File: src/rtl/cap_sense_pkg.sv
// ============================================================
// cap_sense_pkg: shared widths, FSM state encoding and
// calibration constants for the capacitive pad scanner.
// Revision: 1.0
// ============================================================
`default_nettype none

package cap_sense_pkg;

  localparam int c_num_sensors = 9;
  localparam int c_cnt_w       = 16;
  localparam int c_calib_scans = 8;
  localparam int c_calib_shift = $clog2(c_calib_scans);

  localparam int c_state_w = 2;
  typedef logic [c_state_w-1:0] state_t;

  localparam logic [1:0] c_st_idle      = 2'd0;
  localparam logic [1:0] c_st_discharge = 2'd1;
  localparam logic [1:0] c_st_charge    = 2'd2;
  localparam logic [1:0] c_st_eval      = 2'd3;

endpackage

`default_nettype wire

File: src/rtl/cap_sense_channel.sv
// ============================================================
// cap_sense_channel: one pad - synchronizer, first-high latch,
// threshold compare, debounce and sticky touch event.
// Optional: CAP_SENSE_CALIB_EN adds a baseline accumulator.
// Revision: 1.0
// ============================================================
`default_nettype none

module cap_sense_channel
  import cap_sense_pkg::*;
#(
  parameter int CNT_W     = c_cnt_w,
  parameter int TIMEOUT   = 4095,
  parameter int THRESHOLD = 200,
  parameter int DEBOUNCE  = 3
) (
  input  logic             clk,
  input  logic             rst,
  input  logic             pad_in,
  input  logic             clear,
  input  logic             charge,
  input  logic             eval,
  input  logic             calib_done,
  input  logic             event_ack,
  input  logic [CNT_W-1:0] count,
  output logic             latched_next,
  output logic             touch,
  output logic             touch_event,
  output logic             fault
);

  localparam int c_deb_w = $clog2(DEBOUNCE + 1);
  localparam logic [c_deb_w-1:0] c_deb_last = c_deb_w'(DEBOUNCE - 1);

  logic [1:0]         r_sync;
  logic               r_latched;
  logic [CNT_W-1:0]   r_lat_cnt;
  logic [c_deb_w-1:0] r_deb;
  logic               r_touch;
  logic               r_fault;
  logic               r_rise;
  logic               r_event;
  logic [CNT_W:0]     w_limit;
  logic               w_raw;

  always_ff @(posedge clk or posedge rst) begin
    if (rst) begin
      r_sync <= 2'b00;
    end else begin
      r_sync <= {r_sync[0], pad_in};
    end
  end

`ifdef CAP_SENSE_CALIB_EN
  logic [CNT_W+2:0] r_sum;
  logic [CNT_W-1:0] w_baseline;

  // Unlatched channels contribute the full timeout so a dead pad raises its own limit.
  always_ff @(posedge clk or posedge rst) begin
    if (rst) begin
      r_sum <= '0;
    end else if (eval && !calib_done) begin
      r_sum <= r_sum + (CNT_W+3)'(r_latched ? r_lat_cnt : CNT_W'(TIMEOUT));
    end
  end

  assign w_baseline = CNT_W'(r_sum >> c_calib_shift);
  assign w_limit    = {1'b0, w_baseline} + (CNT_W+1)'(THRESHOLD);
`else
  assign w_limit = (CNT_W+1)'(THRESHOLD);
`endif

  assign w_raw = calib_done & r_latched & ({1'b0, r_lat_cnt} > w_limit);

  always_ff @(posedge clk or posedge rst) begin
    if (rst) begin
      r_latched <= 1'b0;
      r_lat_cnt <= '0;
      r_deb     <= '0;
      r_touch   <= 1'b0;
      r_fault   <= 1'b0;
      r_rise    <= 1'b0;
      r_event   <= 1'b0;
    end else begin
      r_rise <= 1'b0;
      if (clear) begin
        r_latched <= 1'b0;
        r_lat_cnt <= '0;
      end else if (charge && !r_latched && r_sync[1]) begin
        r_latched <= 1'b1;
        r_lat_cnt <= count;
      end
      if (eval) begin
        r_fault <= ~r_latched;
        if (w_raw != r_touch) begin
          if (r_deb == c_deb_last) begin
            r_touch <= w_raw;
            r_deb   <= '0;
            r_rise  <= w_raw;
          end else begin
            r_deb <= r_deb + c_deb_w'(1);
          end
        end else begin
          r_deb <= '0;
        end
      end
      // A new rise outranks a simultaneous acknowledge.
      r_event <= (r_event & ~event_ack) | r_rise;
    end
  end

  assign latched_next = r_latched | (charge & r_sync[1]);
  assign touch        = r_touch;
  assign touch_event  = r_event;
  assign fault        = r_fault;

endmodule

`default_nettype wire

File: src/rtl/cap_sense_scanner.sv
// ============================================================
// cap_sense_scanner: scan FSM, shared charge counter and drive
// line for NUM_SENSORS capacitive pads.
// Optional: CAP_SENSE_CALIB_EN enables baseline calibration.
// Revision: 1.0
// ============================================================
`default_nettype none

module cap_sense_scanner
  import cap_sense_pkg::*;
#(
  parameter int NUM_SENSORS      = c_num_sensors,
  parameter int CNT_W            = c_cnt_w,
  parameter int DISCHARGE_CYCLES = 1024,
  parameter int TIMEOUT          = 4095,
  parameter int THRESHOLD        = 200,
  parameter int DEBOUNCE         = 3
) (
  input  logic                   clock,
  input  logic                   reset,
  input  logic                   scan_en,
  input  logic [NUM_SENSORS-1:0] capacitive_sensors_in,
  output logic                   capacitive_sensors_out,
  output logic [NUM_SENSORS-1:0] touch_bitmap,
  output logic [NUM_SENSORS-1:0] touch_events,
  input  logic [NUM_SENSORS-1:0] event_ack,
  output logic [NUM_SENSORS-1:0] fault_bitmap,
  output logic                   scan_done,
  output logic                   busy,
  output logic                   calib_done
);

  localparam int c_dis_w = $clog2(DISCHARGE_CYCLES + 1);
  localparam logic [c_dis_w-1:0] c_dis_last = c_dis_w'(DISCHARGE_CYCLES - 1);
  localparam logic [CNT_W-1:0]   c_timeout  = CNT_W'(TIMEOUT);

  state_t                 r_state;
  logic [c_dis_w-1:0]     r_dis_cnt;
  logic [CNT_W-1:0]       r_cnt;
  logic                   r_scan_done;
  logic [NUM_SENSORS-1:0] w_latched_next;
  logic                   w_all_latched;
  logic                   w_calib_done;
  logic                   w_charge;
  logic                   w_eval;
  logic                   w_clear;

  assign w_charge      = (r_state == c_st_charge);
  assign w_eval        = (r_state == c_st_eval);
  assign w_clear       = (r_state == c_st_discharge);
  assign w_all_latched = &w_latched_next;

  always_ff @(posedge clock or posedge reset) begin
    if (reset) begin
      r_state     <= c_st_idle;
      r_dis_cnt   <= '0;
      r_cnt       <= '0;
      r_scan_done <= 1'b0;
    end else begin
      r_scan_done <= 1'b0;
      case (r_state)
        c_st_idle: begin
          if (scan_en) begin
            r_state   <= c_st_discharge;
            r_dis_cnt <= '0;
          end
        end
        c_st_discharge: begin
          if (r_dis_cnt == c_dis_last) begin
            r_state <= c_st_charge;
            r_cnt   <= '0;
          end else begin
            r_dis_cnt <= r_dis_cnt + c_dis_w'(1);
          end
        end
        // Exit counts channels latching this very cycle, so the last rise ends CHARGE.
        c_st_charge: begin
          if (w_all_latched || (r_cnt == c_timeout)) begin
            r_state <= c_st_eval;
          end else begin
            r_cnt <= r_cnt + CNT_W'(1);
          end
        end
        c_st_eval: begin
          r_scan_done <= 1'b1;
          r_dis_cnt   <= '0;
          r_state     <= scan_en ? c_st_discharge : c_st_idle;
        end
        default: r_state <= c_st_idle;
      endcase
    end
  end

`ifdef CAP_SENSE_CALIB_EN
  logic [3:0] r_calib_cnt;
  logic       r_calib_done;

  always_ff @(posedge clock or posedge reset) begin
    if (reset) begin
      r_calib_cnt  <= '0;
      r_calib_done <= 1'b0;
    end else if (w_eval && !r_calib_done) begin
      r_calib_cnt <= r_calib_cnt + 4'd1;
      if (r_calib_cnt == 4'(c_calib_scans - 1)) begin
        r_calib_done <= 1'b1;
      end
    end
  end

  assign w_calib_done = r_calib_done;
`else
  assign w_calib_done = 1'b1;
`endif

  for (genvar g = 0; g < NUM_SENSORS; g++) begin : g_ch
    cap_sense_channel #(
      .CNT_W     (CNT_W),
      .TIMEOUT   (TIMEOUT),
      .THRESHOLD (THRESHOLD),
      .DEBOUNCE  (DEBOUNCE)
    ) u_channel (
      .clk          (clock),
      .rst          (reset),
      .pad_in       (capacitive_sensors_in[g]),
      .clear        (w_clear),
      .charge       (w_charge),
      .eval         (w_eval),
      .calib_done   (w_calib_done),
      .event_ack    (event_ack[g]),
      .count        (r_cnt),
      .latched_next (w_latched_next[g]),
      .touch        (touch_bitmap[g]),
      .touch_event  (touch_events[g]),
      .fault        (fault_bitmap[g])
    );
  end

  assign capacitive_sensors_out = w_charge;
  assign scan_done              = r_scan_done;
  assign busy                   = (r_state != c_st_idle);
  assign calib_done             = w_calib_done;

endmodule

`default_nettype wire

File: config.mk
export PLATFORM = sky130hd
export DESIGN_NAME = cap_sense_scanner
export DESIGN_NICKNAME = d
export VERILOG_FILES = /design/src/rtl/cap_sense_pkg.sv /design/src/rtl/cap_sense_channel.sv /design/src/rtl/cap_sense_scanner.sv
export SDC_FILE = /design/constraint.sdc
export NUM_CORES = 1
export LEC_CHECK = 0
export ABC_AREA = 1
export CELL_PAD_IN_SITES_DETAIL_PLACEMENT = 1
export CELL_PAD_IN_SITES_GLOBAL_PLACEMENT = 1
export CORE_MARGIN = 2
export CORE_UTILIZATION = 30
export CTS_BUF_LIST = sky130_fd_sc_hd__clkbuf_8 sky130_fd_sc_hd__clkbuf_16
export DETAILED_ROUTE_END_ITERATION = 7
export PLACE_DENSITY = 0.56
export SYNTH_ARGS = -nofsm -noshare
export SYNTH_HDL_FRONTEND = slang
export SYNTH_HIERARCHICAL = 1
export SYNTH_SLANG_ARGS = --single-unit
File: constraint.sdc
create_clock -name clock -period 4.9 [get_ports clock]
set_input_delay 0.49 -clock clock [delete_from_list [all_inputs] [get_ports clock]]
set_output_delay 0.49 -clock clock [all_outputs]
set_load 0.01 [all_outputs]
; Word-level counts from Yosys, hierarchy flattened
; Index checks and enable logic that the tools add are counted.
[op_classes]
bitwise = 63
reduce_logical = 54
mux = 93
n_eq_ne = 28
n_addsub = 11
n_lt_le_gt_ge = 9
[op_table]
columns = op, n
row1 = two-way mux 16 bit, 20
row2 = greater-than comparator 16 x 8 -> 1 bit (second input constant), 9
row3 = two-way mux 1 bit, 47
row4 = two-way mux 2 bit, 21
row5 = AND reduction 3 bit, 12
row6 = case mux 11 bit (3 select lines), 1
row7 = case mux 16 bit (2 select lines), 1
row8 = bitwise AND 1 bit, 27
row9 = == test 2 bit (second input constant), 11
row10 = two-way mux 11 bit, 2
row11 = nonzero test 2 bit, 11
row12 = adder 2 x 1 -> 2 bit (second input constant), 9
row13 = logical AND 1 bit, 18
row14 = NOT 1 bit, 18
row15 = OR 1 bit, 18
row16 = adder 16 x 1 -> 16 bit (second input constant), 1
row17 = == test 16 x 12 -> 1 bit (second input constant), 1
row18 = adder 11 x 1 -> 11 bit (second input constant), 1
row19 = == test 11 x 10 -> 1 bit (second input constant), 1
row20 = != test 2 bit (second input constant), 5
row21 = zero test 1 bit, 9
row22 = != test 1 bit, 9
row23 = AND reduction 9 bit, 1
row24 = case mux 2 bit (4 select lines), 1
row25 = other kinds (4), 4
[totals]
elab_cells = 334
out_inout_bits = 31
input_bits = 21
reg_bits = 255

; Logic depth before layout (Yosys ltp)
; Gate-level depths: netlist (run 1).
[depth]
depth_word = 7
ltp_mapped = 13
mapped_depth_nobuf = 12

; Modules after synthesis
; Netlist (run 1), hierarchy kept.
[modules_own_cells]
columns = module, seq_area_each_um2, n_inst, cells_per_inst, area_per_inst_um2
row1 = cap_sense_channel, 625.6, 9, 132, 1129.8
row2 = cap_sense_scanner, 750.7, 1, 289, 2031.9

; Least setup slack after synthesis (run 1)
; OpenSTA, ideal clock, no wires.
[synth_path]
path_type = flip-flop to flip-flop
startpoint = reg r_state[0]
endpoint = reg r_cnt[11]
setup_slack_ns = 2.887
path_buffers = 1
setup_time_ns = 0.118
synth_period_minus_slack_ns = 2.013
arrival_time_ns = 1.895
required_ns = 4.782
stages_incl_launch_ff = 13
cell_sequence = dfrtp_1 -> inv_1 -> ha_1 -> inv_1 -> o21ai_0 -> nand2_1 -> nor2_1 -> nand3b_1 -> nand3_2 -> nand2_4 -> buf_2 -> nand3_1 -> nand2_1
[synth_between]
elab_chain_len = 7
word_cells_on_any_way = 27
classes_between = eq/ne: 4 / mux: 1 / bitwise: 18 / reduce/logical: 4
[synth_lines]
columns = item, line
row1 = "start, declared", cap_sense_scanner.sv:37  ; state_t r_state;
row2 = "start signal, assigned", cap_sense_scanner.sv:55  ; r_state <= c_st_idle;
row3 = "start signal, assigned", cap_sense_scanner.sv:64  ; r_state <= c_st_discharge;
row4 = "start signal, assigned", cap_sense_scanner.sv:70  ; r_state <= c_st_charge;
row5 = == test 2 bit, cap_sense_scanner.sv:48  ; assign w_charge = (r_state == c_st_charge);
row6 = via capacitive_sensors_out, cap_sense_scanner.sv:23  ; output logic capacitive_sensors_out,
row7 = bitwise AND 1 bit, cap_sense_channel.sv:112  ; assign latched_next = r_latched | (charge & r_sync[1]);
row8 = OR 1 bit, cap_sense_channel.sv:112
row9 = via w_latched_next[4], cap_sense_scanner.sv:41  ; logic [NUM_SENSORS-1:0] w_latched_next;
row10 = AND reduction 9 bit, cap_sense_scanner.sv:51  ; assign w_all_latched = &w_latched_next;
row11 = logical OR 1 bit, cap_sense_scanner.sv:78  ; if (w_all_latched || (r_cnt == c_timeout)) begin
row12 = != test 2 bit (no line), n/a
row13 = AND reduction 3 bit (no line), n/a
row14 = "end signal, assigned", cap_sense_scanner.sv:81  ; r_cnt <= r_cnt + CNT_W'(1);
row15 = "end, declared", cap_sense_scanner.sv:39  ; logic [CNT_W-1:0] r_cnt;
; The timed path passes the listed nets, and every way through them passes these cells.
; A chain may end at the register's enable or synchronous reset.

; Worst setup path after layout (run 1)
[layout_path]
startpoint = reg r_state[0]
endpoint = out capacitive_sensors_out
[layout_between]
elab_chain_len = 1
[layout_lines]
columns = item, line
row1 = == test 2 bit, cap_sense_scanner.sv:48
row2 = "end, declared", cap_sense_scanner.sv:23
; No other way between the ends.

==> impl_results.md, run 1 <==
- Status: finished clean
- CTS tree: yes
- Worst Min Path Start: g_ch[6].u_channel/r_sync[0]
- Area Growth Syn to Fin: 16.3%
- Worst reg2reg startpoint: r_state[0]
- Worst reg-to-reg path cell count: 11
- Row cnt: between 70 and 80
- Number of flops mapped to enable cells by yosys: 0
- Die Area: 42300 sq um
- Initial core utilization: 30.6%
- Vias in the first global route: 9927
- DRC: 0
- Max-slew violation count: 0
- Clk slew on worst S/H paths: about 50 ps
- Die Height: just over 200 microns
- Final net count: between 1500 and 2000
- Final period util: 63.3%
- Crit-path max cell delay: just under 800 ps
- Sink of the worst hold path: g_ch[6].u_channel/r_sync[1]
- Critical path type: flip-flop to primary output
- Reg2Reg Setup Slack: 1850 ps
- CTS Sinks: 255
- IR drop worst, VDD: 0.209 mV
- Routed vias/inst: 4.60
- GR Util All Layers: 16.9%
- Root buffer cell: clkbuf_16
- Measured slew at the worst slew-check pin: between 1000 and 1500 ps
- Longest Clk Path Bufs: 3
- Initial antenna violation count: 0
- Die W: between 200 and 250 microns
- Vias after detailed routing: 9601
- H-tree lvl count: 2
- First-pass GRT wire length: about 55000 microns
- Initial detailed-routing violation count: 657
- Seq/Total Area, Yosys: 52.3%
- Worst Path Arrival: 2610 ps
- Core area: 39900 sq um
- Post-CTS sizing: 0
- CP max-delay cell: clkdlybuf4s50_1
- Top_reg_cell synth: dfrtp_1
- Final Util: 35.6%
- Routability cong.: about 0.71
- Hold path cells: 0
- Share of cells above drive strength 1: 5.57%
- Post-Syn Area: 12200 sq um
- Avg Cell Area, Syn: 8.26 sq um
- Pwr dens: 494 nW/um^2
- IO Count: 52
- Combinational Power Share: between 20 and 30%
- Gr ovfl total: 0
- Synth cell types: 33
- Clock Power Share: 33.5%
- Cell taking the most area after synthesis: dfrtp_1
- Setup Skew: between 10 and 15 ps
- Final min period: just over 3000 ps
- Setup TNS: 0 ps
- DR pass1 iterations: 4
- N_diodes: 0
- Largest fanout on the critical path: 19
- #FFs+latches synth: between 200 and 300
- P_leak: around 6.7 nW
- Ys async rst share: 100%
- Max cap viols: 0
- Top cells by area, synth: dfrtp_1 52%, inv_1 8.9%, nand2_1 7.8%
- Sequential power share: 37.5%
- Final setup viols: 0
- Worst Hold Class: flip-flop to flip-flop
- Placed Instances: 2028
- HPWL after DPL: 21100 microns
- Inserted Clock Buffers: 34
- Fmax: 322 MHz
- Pin count of the biggest net entering global routing: 33
- Crit path cell chain: inv_1 -> ha_1 -> clkdlybuf4s50_1
- Port buffer count: 50
- R2R Path End: r_cnt[4]
- Startpoint types: flip-flop
- P_sw: 2.67 mW
- Fin cells: 2088
- Max-slew headroom: 29.2%
- Yosys top cell area share: 52.3%
- Worst skew pair latency: 530 ps
- Sw Ratio: 38.0%
- Routed Antenna Nets: 0
- Final Hold Viols: 0
- Hold_buf cts: 0
- RSZ-0062 raised after global routing: no
- Crit. End Element: primary output
- Avg WL per Cell: 16.5 microns
- Total Wirelength: 34300 microns
- Synth Warn #: 6
- Critical Path RT: between 4000 and 5000 ps
- Internal Power: 4.35 mW
- Syn Inst Count: 1477
- # Post-CTS Setup Buffers: 0
-- sequential cells by signal (all words and copies together) (netlist names), 9 cells and up --
| register | count |
|---|---|
| g_ch.u_channel/r_latched | 9 |
| g_ch.u_channel/r_sync | 18 |
| r_dis_cnt | 11 |
| g_ch.u_channel/r_rise | 9 |
| g_ch.u_channel/touch_event | 9 |
| g_ch.u_channel/r_deb | 18 |
| r_cnt | 16 |
| g_ch.u_channel/fault | 9 |
| g_ch.u_channel/touch | 9 |
| g_ch.u_channel/r_lat_cnt | 144 |
-- cell usage after synthesis, types with 4 or more instances --
library cell / count
inv_1: 290
dfrtp_1: 255
nand2_1: 254
nand3_1: 177
o21ai_0: 171
nor2_1: 147
nand4_1: 41
buf_6: 20
buf_2: 19
o21bai_1: 13
nand3_2: 10
a31oi_1: 9
and2_1: 9
clkinv_1: 9
o31ai_4: 9
ha_1: 7
xor2_1: 6
o21ai_1: 5
nand3b_1: 4
-- worst max path at each step --
stage                    start                endpoint  cells past startpoint  slack (ps)
floorplan           r_state[0]               r_cnt[11]                     12        2890
global placement    r_state[0]                r_cnt[5]                     12        2020
detailed placement  r_state[0]                r_cnt[2]                     12        1880
CTS                 r_state[0]  capacitive_sensors_out                      3        1750
global route        r_state[0]                r_cnt[1]                     11        1580
finish              r_state[0]  capacitive_sensors_out                      3        1800
-- final cells by class --
type | count | area, sq um
Multi-Input combinational cell | 888 | 4390
Clock inverter | 19 | 82.6
Sequential cell | 255 | 6380
Inverter | 299 | 1120
Clock buffer | 41 | 981
Timing Repair Buffer | 61 | 583
Tap cell | 525 | 657
Fill cell | 4745 | 25700
-- cells by family after synthesis --
logic type / synth area share [%]
and+or+nand+nor: 24.0
buffers and inverters: 12.0
DFF: 52.3
AOI/OAI and AO/OA: 10.5
adders and majority gates: 0.718
xor gates and xnor gates: 0.431
other: 0.0307
-- critical path: cells and delay by family, from the launching register on --
kind                       cells  cell delay [ps]
buffers and inverters          2              900
adders and majority gates      1              740
DFF                            1              430
-- per-layer routing --
metal | global-route usage (%) | share of wire, % | wire [microns] | up-vias
li1 | - | - | - | 4768
met1 | 23.4 | 50 | 17000 | 4700
met2 | 27.5 | 45 | 15600 | 93
met3 | 3.03 | 3.4 | 1160 | 40
met4 | 3.96 | 1.6 | 543 | 0
met5 | 0 | 0 | 0 | -
-- power by group through the flow --
stage	Combinational (mW)	Clock (mW)	Sequential (mW)
2_1_floorplan	1.59	0	2.62
3_3_place_gp	2.02	0	2.66
3_5_place_dp	2.06	0	2.67
4_1_cts	2.08	2.44	2.64
5_1_grt	2.31	2.52	2.67
6_report	2.04	2.35	2.63
-- placed cells by master (no fill, tap or decap), types with 10 or more instances in the layout --
| master | n |
|---|---|
| nor2_1 | 147 |
| nand2_1 | 254 |
| inv_1 | 303 |
| nand3_1 | 177 |
| clkdlybuf4s50_1 | 50 |
| clkbuf_16 | 37 |
| nand3_2 | 10 |
| nand4_1 | 41 |
| buf_4 | 11 |
| conb_1 | 10 |
| o21bai_1 | 13 |
| o21ai_0 | 171 |
| dfrtp_1 | 255 |
-- stage by stage --
step	power [mW]	setup slack [ps]	instance area (sq um)	hold slack, ps
3_5_place_dp	4.73	1880	13100	336
3_3_place_gp	4.68	2020	13100	334
2_1_floorplan	4.21	2890	12200	331
5_1_grt	7.51	1580	14200	365
6_report	7.02	1800	14200	348
4_1_cts	7.15	1750	14200	350
Note: power is estimated with default switching activity, not from simulation.
==> run 2, diff against run 1 <==
PLACE_DENSITY = 0.58   (was 0.56)
clock period = 2.8 ns   (was 4.9 ns; I/O delays follow)
==> impl_results.md, run 2 (same netlist as run 1, synthesis figures left out) <==
- Die W: 206 microns (unchanged)
- Crit path from: r_state[0]
- Vias after detailed routing: 9854 (+2.6%)
- Largest fanout on the critical path: 19 (unchanged)
- CTS tree: yes
- Inserted Clock Buffers: 34 (unchanged)
- Longest Clk Path Bufs: 3 (unchanged)
- IR drop worst, VDD: 0.328 mV (+57%)
- Layout fillers: 4748 (+0.063%)
- H-tree lvl count: 2 (unchanged)
- Root buffer cell: clkbuf_16
- Crit. End Element: flip-flop
- Initial detailed-routing violation count: 555 (-16%)
- Met2 WL: 15600 microns (+0.15%)
- Area Growth Syn to Fin: 18.4%
- Initial core utilization: 30.6% (unchanged)
- Die Area: 42300 sq um (unchanged)
- Gr ovfl total: 0 (unchanged)
- Final Util: 36.2% (+0.62 points)
- Row cnt: 73 (unchanged)
- Top reg by flops: g_ch.u_channel/r_lat_cnt
- Max-slew violation count: 0 (unchanged)
- Setup Skew: 19.5 ps (+7.12 ps)
- CTS Sinks: 255 (unchanged)
- Critical path type: flip-flop to flip-flop
- First-pass GRT wire length: 56600 microns (+2.1%)
- Die Height: 206 microns (unchanged)
- Max cap viols: 0 (unchanged)
- Max reg flops: 144 (unchanged)
- Clk slew on worst S/H paths: 60 ps (about the same)
- Largest registers: g_ch.u_channel/r_lat_cnt x144, g_ch.u_channel/r_deb x18, g_ch.u_channel/r_sync x18
- Pin count of the biggest net entering global routing: 33 (unchanged)
- Measured slew at the worst slew-check pin: 1050 ps (-8.25 ps)
- Fmax: between 300 and 400 MHz
- Routability cong.: 0.766 (+7.9%)
- Avg WL per Cell: 16.2 microns (-1.6%)
- Worst Path Arrival: 3000 ps (+390 ps)
- Total Wirelength: 34300 microns (-0.23%)
- Combined area of the multi-input logic cells: 4390 sq um (unchanged)
- Startpoint types: flip-flop
- IO Count: 52 (unchanged)
- Setup TNS: 0 ps (unchanged)
- Port buffer count: 50 (unchanged)
- Final WS setup: 262 ps (-1540 ps)
- DRC: 0 (unchanged)
- Worst Min Path Start: capacitive_sensors_in[6]
- DR pass1 iterations: 4 (unchanged)
- Final setup viols: 0 (unchanged)
- Worst reg2reg startpoint: r_state[0]
- Final period util: 90.6%
- Commonest non-fill, non-tap cell in the layout: inv_1
- Commonest cells after routing, fill and taps aside: 297 x inv_1, 255 x dfrtp_1, 254 x nand2_1
- Hold_buf cts: 0 (unchanged)
- N_diodes: 0 (unchanged)
- Hold_ws: 196 ps (-151 ps)
- Core area: 39900 sq um (unchanged)
- Top layer in use: met4
- Initial antenna violation count: 0 (unchanged)
- Routed Antenna Nets: 0 (unchanged)
- Status: finished clean
- Pre-CTS WS: 221 ps (-1660 ps)
- Max-slew headroom: 29.7% (+0.55 points)
- Worst skew pair latency: 530 ps (about the same)
- Register area: 6380 sq um (unchanged)
- Pwr dens: 856 nW/um^2 (+73%)
- Final Hold Viols: 0 (unchanged)
- P_leak: 6.83 nW (+2.1%)
- GR Util All Layers: 17.2% (+0.24 points)
- Share of cells above drive strength 1: 7.72% (+2.2 points)
- HPWL after DPL: 22400 microns (+6.4%)
- Placed inst area: 13400 sq um (+2.1%)
- Worst Hold Class: input pin to flip-flop
- Final net count: 1601 (+2.2%)
- Critical Path RT: 3270 ps (-1140 ps)
- # Post-CTS Setup Buffers: 0 (unchanged)
- Metal3 WL: 1190 microns (+3.0%)
- RSZ-0062 raised after global routing: no
- Metal-1 WL: 16600 microns (-2.7%)
- Vias in the first global route: 10321 (+4.0%)
- Final min period: 2540 ps
- Post-route cell area: 14400 sq um (+1.8%)
- Routed vias/inst: 4.65 (+1.2%)
## run 2: cell count changes in the layout (fill, tap and decap cells not counted), moves of 2 or more
| cell | before | now |
|---|---|---|
| inv_1 | 303 | 297 |
| clkbuf_16 | 37 | 35 |
| clkbuf_8 | 4 | 6 |
| buf_4 | 11 | 43 |
| buf_12 | 0 | 2 |
## run 2: repair_timing
action / CTS / global route
endpoints found under the setup margin: 0 / 16
gates resized for setup: 0 / 1
hold endpoints to repair: 0 / 0
## run 2: layout make-up
type / count / share of cell area, %
Clock inverter: 15 / 0.511
Timing Repair Buffer: 95 / 5.98
Clock buffer: 41 / 6.64
Multi-Input combinational cell: 888 / 30.4
Inverter: 299 / 7.77
Sequential cell: 255 / 44.2
Tap cell: 525 / 4.55
## run 2: final timing paths
path                                                   to  slack (ps)  cells after the start
hold reg to reg               g_ch[4].u_channel/r_sync[1]         340                      0
min in group asynchronous     g_ch[3].u_channel/r_latched         430                      2
setup reg to reg                                 r_cnt[2]         260                     13
hold / removal                g_ch[6].u_channel/r_sync[0]         200                      1
setup / recovery                                 r_cnt[2]         260                     13
max in group asynchronous  g_ch[0].u_channel/r_lat_cnt[1]        1710                      3
## run 2: worst max-delay path: stages (launching register included)
cell and delay (ps):
dfrtp_1 440, inv_1 130, ha_1 150, buf_4 260, inv_1 130, o21ai_0 260
nand2_1 90, nor2_1 240, nand3b_1 130, nand3_2 120, nand2_4 150, nand2_4 210
nand2_1 70, nand2_1 80
## run 2: metal layers
layer | GRT usage, % | up-vias
met5 | 0 | -
met4 | 5.60 | 0
met3 | 2.63 | 53
met2 | 28.0 | 116
met1 | 23.3 | 4851
li1 | - | 4834
## run 2: stage by stage
stage               power (mW)  std cells
floorplan                 7.38       1486
global placement          8.32       2062
detailed placement        8.41       2062
CTS                       12.6       2118
global route              13.3       2118
finish                    12.4       2118
## run 2: power breakdown
group | internal [mW] | switching, mW
clock network | 2.41 | 1.65
logic | 1.12 | 2.62
registers | 4.15 | 0.412
